File: config.mk
export PLATFORM = sky130hd
export DESIGN_NAME = cla_mod_sub_pipe
export DESIGN_NICKNAME = d
export VERILOG_FILES = /design/src/rtl/mod_arith_pkg.sv /design/src/rtl/cla16blg.sv /design/src/rtl/cla_mod_sub_pipe.sv
export SDC_FILE = /design/constraint.sdc
export NUM_CORES = 1
export LEC_CHECK = 0
export ABC_AREA = 1
export BUFFER_PORTS_ARGS = -buffer_cell sky130_fd_sc_hd__buf_4
export CAP_MARGIN = 20
export CORE_MARGIN = 3
export CORE_UTILIZATION = 40
export CTS_CLUSTER_SIZE = 12
export DETAILED_ROUTE_END_ITERATION = 12
export MAX_ROUTING_LAYER = met4
export PLACE_DENSITY = 0.67
export SYNTH_ARGS = -nofsm -noshare
export SYNTH_HDL_FRONTEND = slang
export SYNTH_HIERARCHICAL = 1
export SYNTH_SLANG_ARGS = --single-unit
File: constraint.sdc
create_clock -name clk -period 5.08 [get_ports clk]
set_clock_uncertainty 0.05 [all_clocks]
set_input_delay 0.508 -clock clk [delete_from_list [all_inputs] [get_ports clk]]
set_output_delay 0.508 -clock clk [all_outputs]
set_load 0.02 [all_outputs]
File: src/rtl/mod_arith_pkg.sv
// Shared constants and types for the modular-arithmetic datapath blocks.
package mod_arith_pkg;
   localparam int unsigned     DEF_WIDTH   = 16;
   localparam longint unsigned DEF_MODULUS = 64'd12289;
   localparam int unsigned     GRP         = 4;

   typedef struct packed {
      logic [DEF_WIDTH-1:0] data;
      logic                 err;
   } result_t;
endpackage

File: src/rtl/cla16blg.sv
// 4-bit borrow-lookahead generator: internal borrows plus group generate/propagate.
module cla16blg (
   input  logic [3:0] p,
   input  logic [3:0] g,
   input  logic       b_in,
   output logic [3:1] b_int,
   output logic       g_out,
   output logic       p_out
);
   assign b_int[1] = g[0] | (p[0] & b_in);
   assign b_int[2] = g[1] | (p[1] & g[0]) | (p[1] & p[0] & b_in);
   assign b_int[3] = g[2] | (p[2] & g[1]) | (p[2] & p[1] & g[0])
                   | (p[2] & p[1] & p[0] & b_in);
   assign g_out    = g[3] | (p[3] & g[2]) | (p[3] & p[2] & g[1])
                   | (p[3] & p[2] & p[1] & g[0]);
   assign p_out    = &p;
endmodule

File: src/rtl/cla_mod_sub_pipe.sv
// Two-stage pipelined (a - b) mod MODULUS: borrow-lookahead subtract, then conditional add-back.
module cla_mod_sub_pipe
   import mod_arith_pkg::*;
#(
   parameter int unsigned     WIDTH   = DEF_WIDTH,
   parameter longint unsigned MODULUS = DEF_MODULUS
) (
   input  logic             clk,
   input  logic             rst,
   input  logic             in_valid,
   output logic             in_ready,
   input  logic [WIDTH-1:0] in_a,
   input  logic [WIDTH-1:0] in_b,
   output logic             out_valid,
   input  logic             out_ready,
   output logic [WIDTH-1:0] out_data,
   output logic             range_err
);
   localparam int unsigned     NG    = WIDTH / GRP;
   localparam int unsigned     NS    = (NG + 3) / 4;
   localparam logic [WIDTH-1:0] MOD_W = WIDTH'(MODULUS);

   logic [WIDTH-1:0]  p, g, bw;
   logic [NS*4-1:0]   gg, gp, gb;
   logic [NS-1:0]     sg, sp;
   logic [NS:0]       sb;
   logic [WIDTH-1:0]  diff;
   logic              borrow_out;

   assign p = ~(in_a ^ in_b);
   assign g = ~in_a & in_b;

   for (genvar j = 0; j < NG; j++) begin : g_grp
      cla16blg u_grp (
         .p     (p[4*j +: 4]),
         .g     (g[4*j +: 4]),
         .b_in  (gb[j]),
         .b_int (bw[4*j+1 +: 3]),
         .g_out (gg[j]),
         .p_out (gp[j])
      );
      assign bw[4*j] = gb[j];
   end

   // Unused group slots are made transparent (p=1, g=0) so the second level sees true group terms.
   for (genvar j = NG; j < NS*4; j++) begin : g_pad
      assign gg[j] = 1'b0;
      assign gp[j] = 1'b1;
   end

   assign sb[0] = 1'b0;
   for (genvar k = 0; k < NS; k++) begin : g_lvl2
      cla16blg u_lvl2 (
         .p     (gp[4*k +: 4]),
         .g     (gg[4*k +: 4]),
         .b_in  (sb[k]),
         .b_int (gb[4*k+1 +: 3]),
         .g_out (sg[k]),
         .p_out (sp[k])
      );
      assign gb[4*k]  = sb[k];
      assign sb[k+1]  = sg[k] | (sp[k] & sb[k]);
   end

   assign diff       = ~p ^ bw;
   assign borrow_out = sb[NS];

   logic             s1_valid, s2_valid;
   logic [WIDTH-1:0] s1_diff;
   logic             s1_borrow, s1_err;
   logic             s1_adv, s2_adv;

   assign s2_adv    = s1_valid & (~s2_valid | out_ready);
   assign s1_adv    = in_valid & (~s1_valid | s2_adv);
   assign in_ready  = ~s1_valid | s2_adv;
   assign out_valid = s2_valid;

   always_ff @(posedge clk) begin
      if (rst) begin
         s1_valid  <= 1'b0;
         s1_diff   <= '0;
         s1_borrow <= 1'b0;
         s1_err    <= 1'b0;
      end else begin
         if (s1_adv) begin
            s1_valid  <= 1'b1;
            s1_diff   <= diff;
            s1_borrow <= borrow_out;
            s1_err    <= (in_a >= MOD_W) | (in_b >= MOD_W);
         end else if (s2_adv) begin
            s1_valid <= 1'b0;
         end
      end
   end

   always_ff @(posedge clk) begin
      if (rst) begin
         s2_valid  <= 1'b0;
         out_data  <= '0;
         range_err <= 1'b0;
      end else begin
         if (s2_adv) begin
            s2_valid  <= 1'b1;
            out_data  <= s1_borrow ? (s1_diff + MOD_W) : s1_diff;
            range_err <= s1_err;
         end else if (out_ready) begin
            s2_valid <= 1'b0;
         end
      end
   end
endmodule
==> results of run 1 <==
-- critical path: stages --
cell	delay (ns)
buf_4	0.08
inv_1	0.04
ha_1	0.37
nand2_2	0.10
nand2_1	0.05
nand2_1	0.05
nand2_1	0.07
inv_1	0.07
nand2_2	0.07
nand2_1	0.08
nand2_1	0.09
nand2_1	0.08
nand2_2	0.06
nand2_1	0.05
nand2_1	0.05
xor2_1	0.14
a211oi_1	0.21
-- routing by layer --
| metal | wire length [um] | share of wire |
|---|---|---|
| met5 | 0 | 0 |
| met2 | 2550 | 0.45 |
| met1 | 2730 | 0.49 |
| met3 | 278 | 0.049 |
| met4 | 60 | 0.011 |
-- flip-flops by register name, indices dropped and copies added (netlist names) --
| name | count |
|---|---|
| out_data | 16 |
| out_valid | 1 |
| s1_valid | 1 |
| s1_borrow | 1 |
| s1_err | 1 |
| s1_diff | 16 |
| range_err | 1 |
-- report_power, final --
group	leakage, nW	internal, W	switching, W	total, W
clock network	0.0574	0.000160	0.000103	0.000262
logic	1.21	0.0000949	0.000124	0.000219
registers	0.306	0.000316	0.0000232	0.000339
total	1.58	0.000570	0.000250	0.000820
-- worst paths after layout --
check / start / to / slack [ns] / cells after the start
worst min-delay path: range_err / range_err / 0.44 / 2
worst max register to register: out_valid / out_data[5] / 3.34 / 6
worst min register to register: range_err / range_err / 0.44 / 2
worst max-delay path: in_a[1] / s1_diff[15] / 3.07 / 17
-- cells in the final DEF (no fill, tap or decap) --
| master | instances |
|---|---|
| a211oi_1 | 8 |
| a21oi_1 | 32 |
| a21oi_2 | 1 |
| a31oi_1 | 1 |
| and2_4 | 1 |
| buf_4 | 54 |
| bufinv_16 | 1 |
| clkbuf_8 | 6 |
| clkinvlp_4 | 1 |
| conb_1 | 4 |
| dfxtp_1 | 37 |
| ha_1 | 17 |
| inv_1 | 55 |
| inv_2 | 1 |
| nand2_1 | 81 |
| nand2_2 | 13 |
| nand3_1 | 23 |
| nand3_2 | 1 |
| nand4_1 | 5 |
| nor2_1 | 43 |
| nor2_2 | 2 |
| nor3_1 | 5 |
| nor3_2 | 1 |
| nor4_1 | 1 |
| o211ai_1 | 2 |
| o21ai_0 | 23 |
| o21ai_1 | 3 |
| o21bai_1 | 1 |
| xnor2_1 | 8 |
| xor2_1 | 13 |
-- metrics by stage --
stage	total power [W]	hold WS, ns
after floorplan	0.000496	0.407
after global placement	0.000561	0.427
after detailed placement	0.000565	0.428
after CTS	0.000830	0.447
after global routing	0.000873	0.470
final	0.000820	0.441
-- final cells by class --
cell class                 instances  area [um^2]
inverter                          56          210
clock inverter                     2         37.5
fill                             653         2930
tap                               75         93.8
timing repair buffer              54          405
clock buffer                       6         82.6
multi-input combinational        289         1570
sequential                        37          741
==> impl_metrics.yaml, run 1 <==
detailed_routing:
  routed_wl_um: 5630
  routed_via_density: 4.64
  vias: 2409
  wl_per_cell_um: 10.8
  drc: 0
  drtAntennaViolNets: 0
  drt-initial-drc-count: 51
  dr.pass1.iters: 4
die:
  die_w_um: 86.0
  num_rows: 28
  ios: 55
  initial_utilization: 0.422
  fp.dieArea_um2: 7390
  core_um2: 6060
  die_h_um: 86.0
worst_setup_path:
  cp.required_ns: 5.24
  crit_arrival_ns: 2.18
  criticalPathCategory: "in2reg"
  path_max_fanout: 5
  cp-start-kind: "primary input"
  crit_path_end_kind: "flop"
worst_hold_path:
  min_path_type: "reg2reg"
grt:
  met3_usage: 0.0269
  met2_usage: 0.269
  grtUsageTotal: 0.164
  grt_max_degree: 31
  met1_usage: 0.210
  antenna_found_initial: 0
  busiest_layer: "met2"
  grt_pass1_vias: 2244
  grt_pass1_wl_um: 9690
  gr-total-overflow: 0
clocking:
  cts_buffers: 5
  ctsResizeCount: 0
  clock_path_buffers: 2
  hold_buffers: 0
  clkTransAtPathRegs_ns: 0.07
  cts_setup_buffers: 0
  cts_tree: "built"
  ctsHtreeMaxLevel: 2
  numClockSinks: 37
  clk_latency_ns: 0.29
  clock-root-buffer: "clkbuf_8"
placed_design:
  place.port_buffers: 54
  gp_congestion: 0.929
  dp_slack_ns: 2.73
  placed_area_um2: 3020
  dp.cells: 511
  dp_hpwl_um: 4620
sta:
  slew_headroom: 0.474
  period_share: 0.396
  rsz0062_at_grt: "no"
  worst_slack_ns: 3.07
  max_freq_mhz: 497
  slew_viol_final: 0
  setup_viol_count_final: 0
  worst_pin_slew_ns: 0.789
  finalCriticalPeriod_ns: 2.01
  setup_tns_ns: 0
  hold_viol: 0
job:
  maxCapViolations: 0
cells_and_area:
  finalNetCount: 496
  syn_to_final_growth_pct: 22.6
  num_antenna_cells: 0
  fin_area_um2: 3140
  drive_gt1_frac: 0.185
  post-route-util: 0.517
  fin_cells: 519
yosys:
  syn_inst: 388
  avgSynthCellArea_um2: 6.59
  synth_area_um2: 2560
  ys.warnings.count: 6
power:
  vdd_drop_max_uv: 191
  p_leak_nw: 1.58
  power_density_nw_per_um2: 262
outcome:
  status: "finished, final reports clean"
Power figures use the tool's default switching activity.
==> run 2, diff against run 1 <==
==> constraint.sdc (replaced) <==
create_clock -name clk -period 2 [get_ports clk]
set_clock_uncertainty 0.05 [all_clocks]
set_input_delay 0.2 -clock clk [delete_from_list [all_inputs] [get_ports clk]]
set_output_delay 0.2 -clock clk [all_outputs]
set_load 0.02 [all_outputs]
==> impl_metrics.yaml, run 2 (synthesized netlist as in run 1, its figures left out) <==
outcome:
  status: "finished, final reports clean"
power:
  vdd_drop_max_uv: 333
  power.switching_w: 0.000639
  switching_share: 0.331
  combPwrFrac: 0.296
  p_leak_nw: 1.59
  clkPwrFrac: 0.261
  internal_power_w: 0.00129
  power_frac_seq: 0.443
  power_density_nw_per_um2: 614
clocking:
  clock-root-buffer: "clkbuf_8"
  cts_tree: "built"
  ctsResizeCount: 0
  numClockSinks: 37
  ctsHtreeMaxLevel: 2
  clkTransAtPathRegs_ns: 0.07
  cts_buffers: 5
  cts_setup_buffers: 0
  clock_path_buffers: 2
  clk_latency_ns: 0.29
  hold_buffers: 0
worst_setup_path:
  crit_arrival_ns: 1.82
  path_max_fanout: 4
  criticalPathCategory: "in2reg"
  crit_path_end_kind: "flop"
  cp.required_ns: 2.16
  cp-start-kind: "primary input"
detailed_routing:
  routed_via_density: 4.68
  drtAntennaViolNets: 0
  wl_per_cell_um: 10.5
  dr.pass1.iters: 5
  drt-initial-drc-count: 82
  routed_wl_um: 5520
  drc: 0
  vias: 2455
cells_and_area:
  fillers: 607
  finalNetCount: 502
  top_regs: "out_data: 16 flops, s1_diff: 16 flops"
  final_common_cell: "nand2_1"
  multi_input_area_um2: 1570
  final_cell_mix: "nand2_1, buf_4, inv_1"
  fin_area_um2: 3150
  seq_area_um2: 741
  drive_gt1_frac: 0.196
  num_antenna_cells: 0
  syn_to_final_growth_pct: 23.0
sta:
  finalCriticalPeriod_ns: 1.65
  hold_viol: 0
  rsz0062_at_grt: "no"
  setup_tns_ns: 0
  slew_headroom: 0.513
  slew_viol_final: 0
  setup_viol_count_final: 0
  period_share: 0.826
  max_freq_mhz: 605
  worst_pin_slew_ns: 0.730
job:
  maxCapViolations: 0
die:
  die_h_um: 86.0
  num_rows: 28
  fp.dieArea_um2: 7390
  initial_utilization: 0.422
  die_w_um: 86.0
  ios: 55
  core_um2: 6060
placed_design:
  place.port_buffers: 54
  gp_congestion: 0.918
  dp_hpwl_um: 4570
  placed_area_um2: 3060
grt:
  grtUsageTotal: 0.157
  gr-total-overflow: 0
  grt_max_degree: 30
  grt_pass1_vias: 2144
  antenna_found_initial: 0
  grt_pass1_wl_um: 9290
worst_hold_path:
  min_path_type: "in2reg"
-- run 2: critical path, stage by stage --
cell	delay [ns]
buf_4	0.07
inv_1	0.04
ha_1	0.33
nand2_1	0.11
inv_1	0.04
nand2_1	0.05
nand2_1	0.07
inv_1	0.07
nand2_2	0.07
nand2_1	0.06
nand2_1	0.09
nand2_1	0.09
nand2_2	0.06
nand2_1	0.05
nand2_1	0.05
xor2_1	0.14
a211oi_1	0.21
-- run 2: path summary, 6_finish.rpt --
kind	from	end	slack, ns	depth (start not counted)
worst min register to register	range_err	range_err	0.44	2
worst min-delay path	rst	s1_valid	0.15	2
worst max-delay path	in_a[3]	s1_diff[15]	0.35	17
worst max register to register	out_valid	out_data[5]	0.44	6
-- run 2: layout make-up --
type | count | share of cell area
clock buffers | 5 | 0.0219
multi-input cells | 289 | 0.497
flip-flops and latches | 37 | 0.235
repair buffers | 60 | 0.143
well taps | 75 | 0.0298
inverters | 56 | 0.0668
clock inverters | 3 | 0.00557
-- run 2: per-layer routing --
layer  wire, um  part of all wire  GRT usage
met5          0                 0          -
met4        105             0.019     0.0489
met3        307             0.056     0.0336
met2       2420              0.44      0.241
met1       2680              0.49      0.205
-- run 2: metrics by stage --
| stage | power, W | setup slack, ns | std cells | util | hold WS (ns) |
|---|---|---|---|---|---|
| after floorplan | 0.00126 | 0.254 | 391 | - | 0.298 |
| after global placement | 0.00144 | 0.0708 | 517 | 0.505 | 0.425 |
| after detailed placement | 0.00145 | 0.0324 | 517 | 0.505 | 0.432 |
| after CTS | 0.00196 | 0.329 | 525 | 0.519 | 0.150 |
| after global routing | 0.00207 | 0.158 | 525 | 0.519 | 0.165 |
| final | 0.00193 | 0.348 | 525 | 0.519 | 0.152 |
-- run 2: power groups by stage --
stage / combinational, W / clock [W] / sequential [W]
floorplan: 0.000367 / 0 / 0.000892
global placement: 0.000566 / 0 / 0.000872
detailed placement: 0.000575 / 0 / 0.000874
CTS: 0.000577 / 0.000522 / 0.000857
global route: 0.000646 / 0.000556 / 0.000866
finish: 0.000572 / 0.000504 / 0.000857
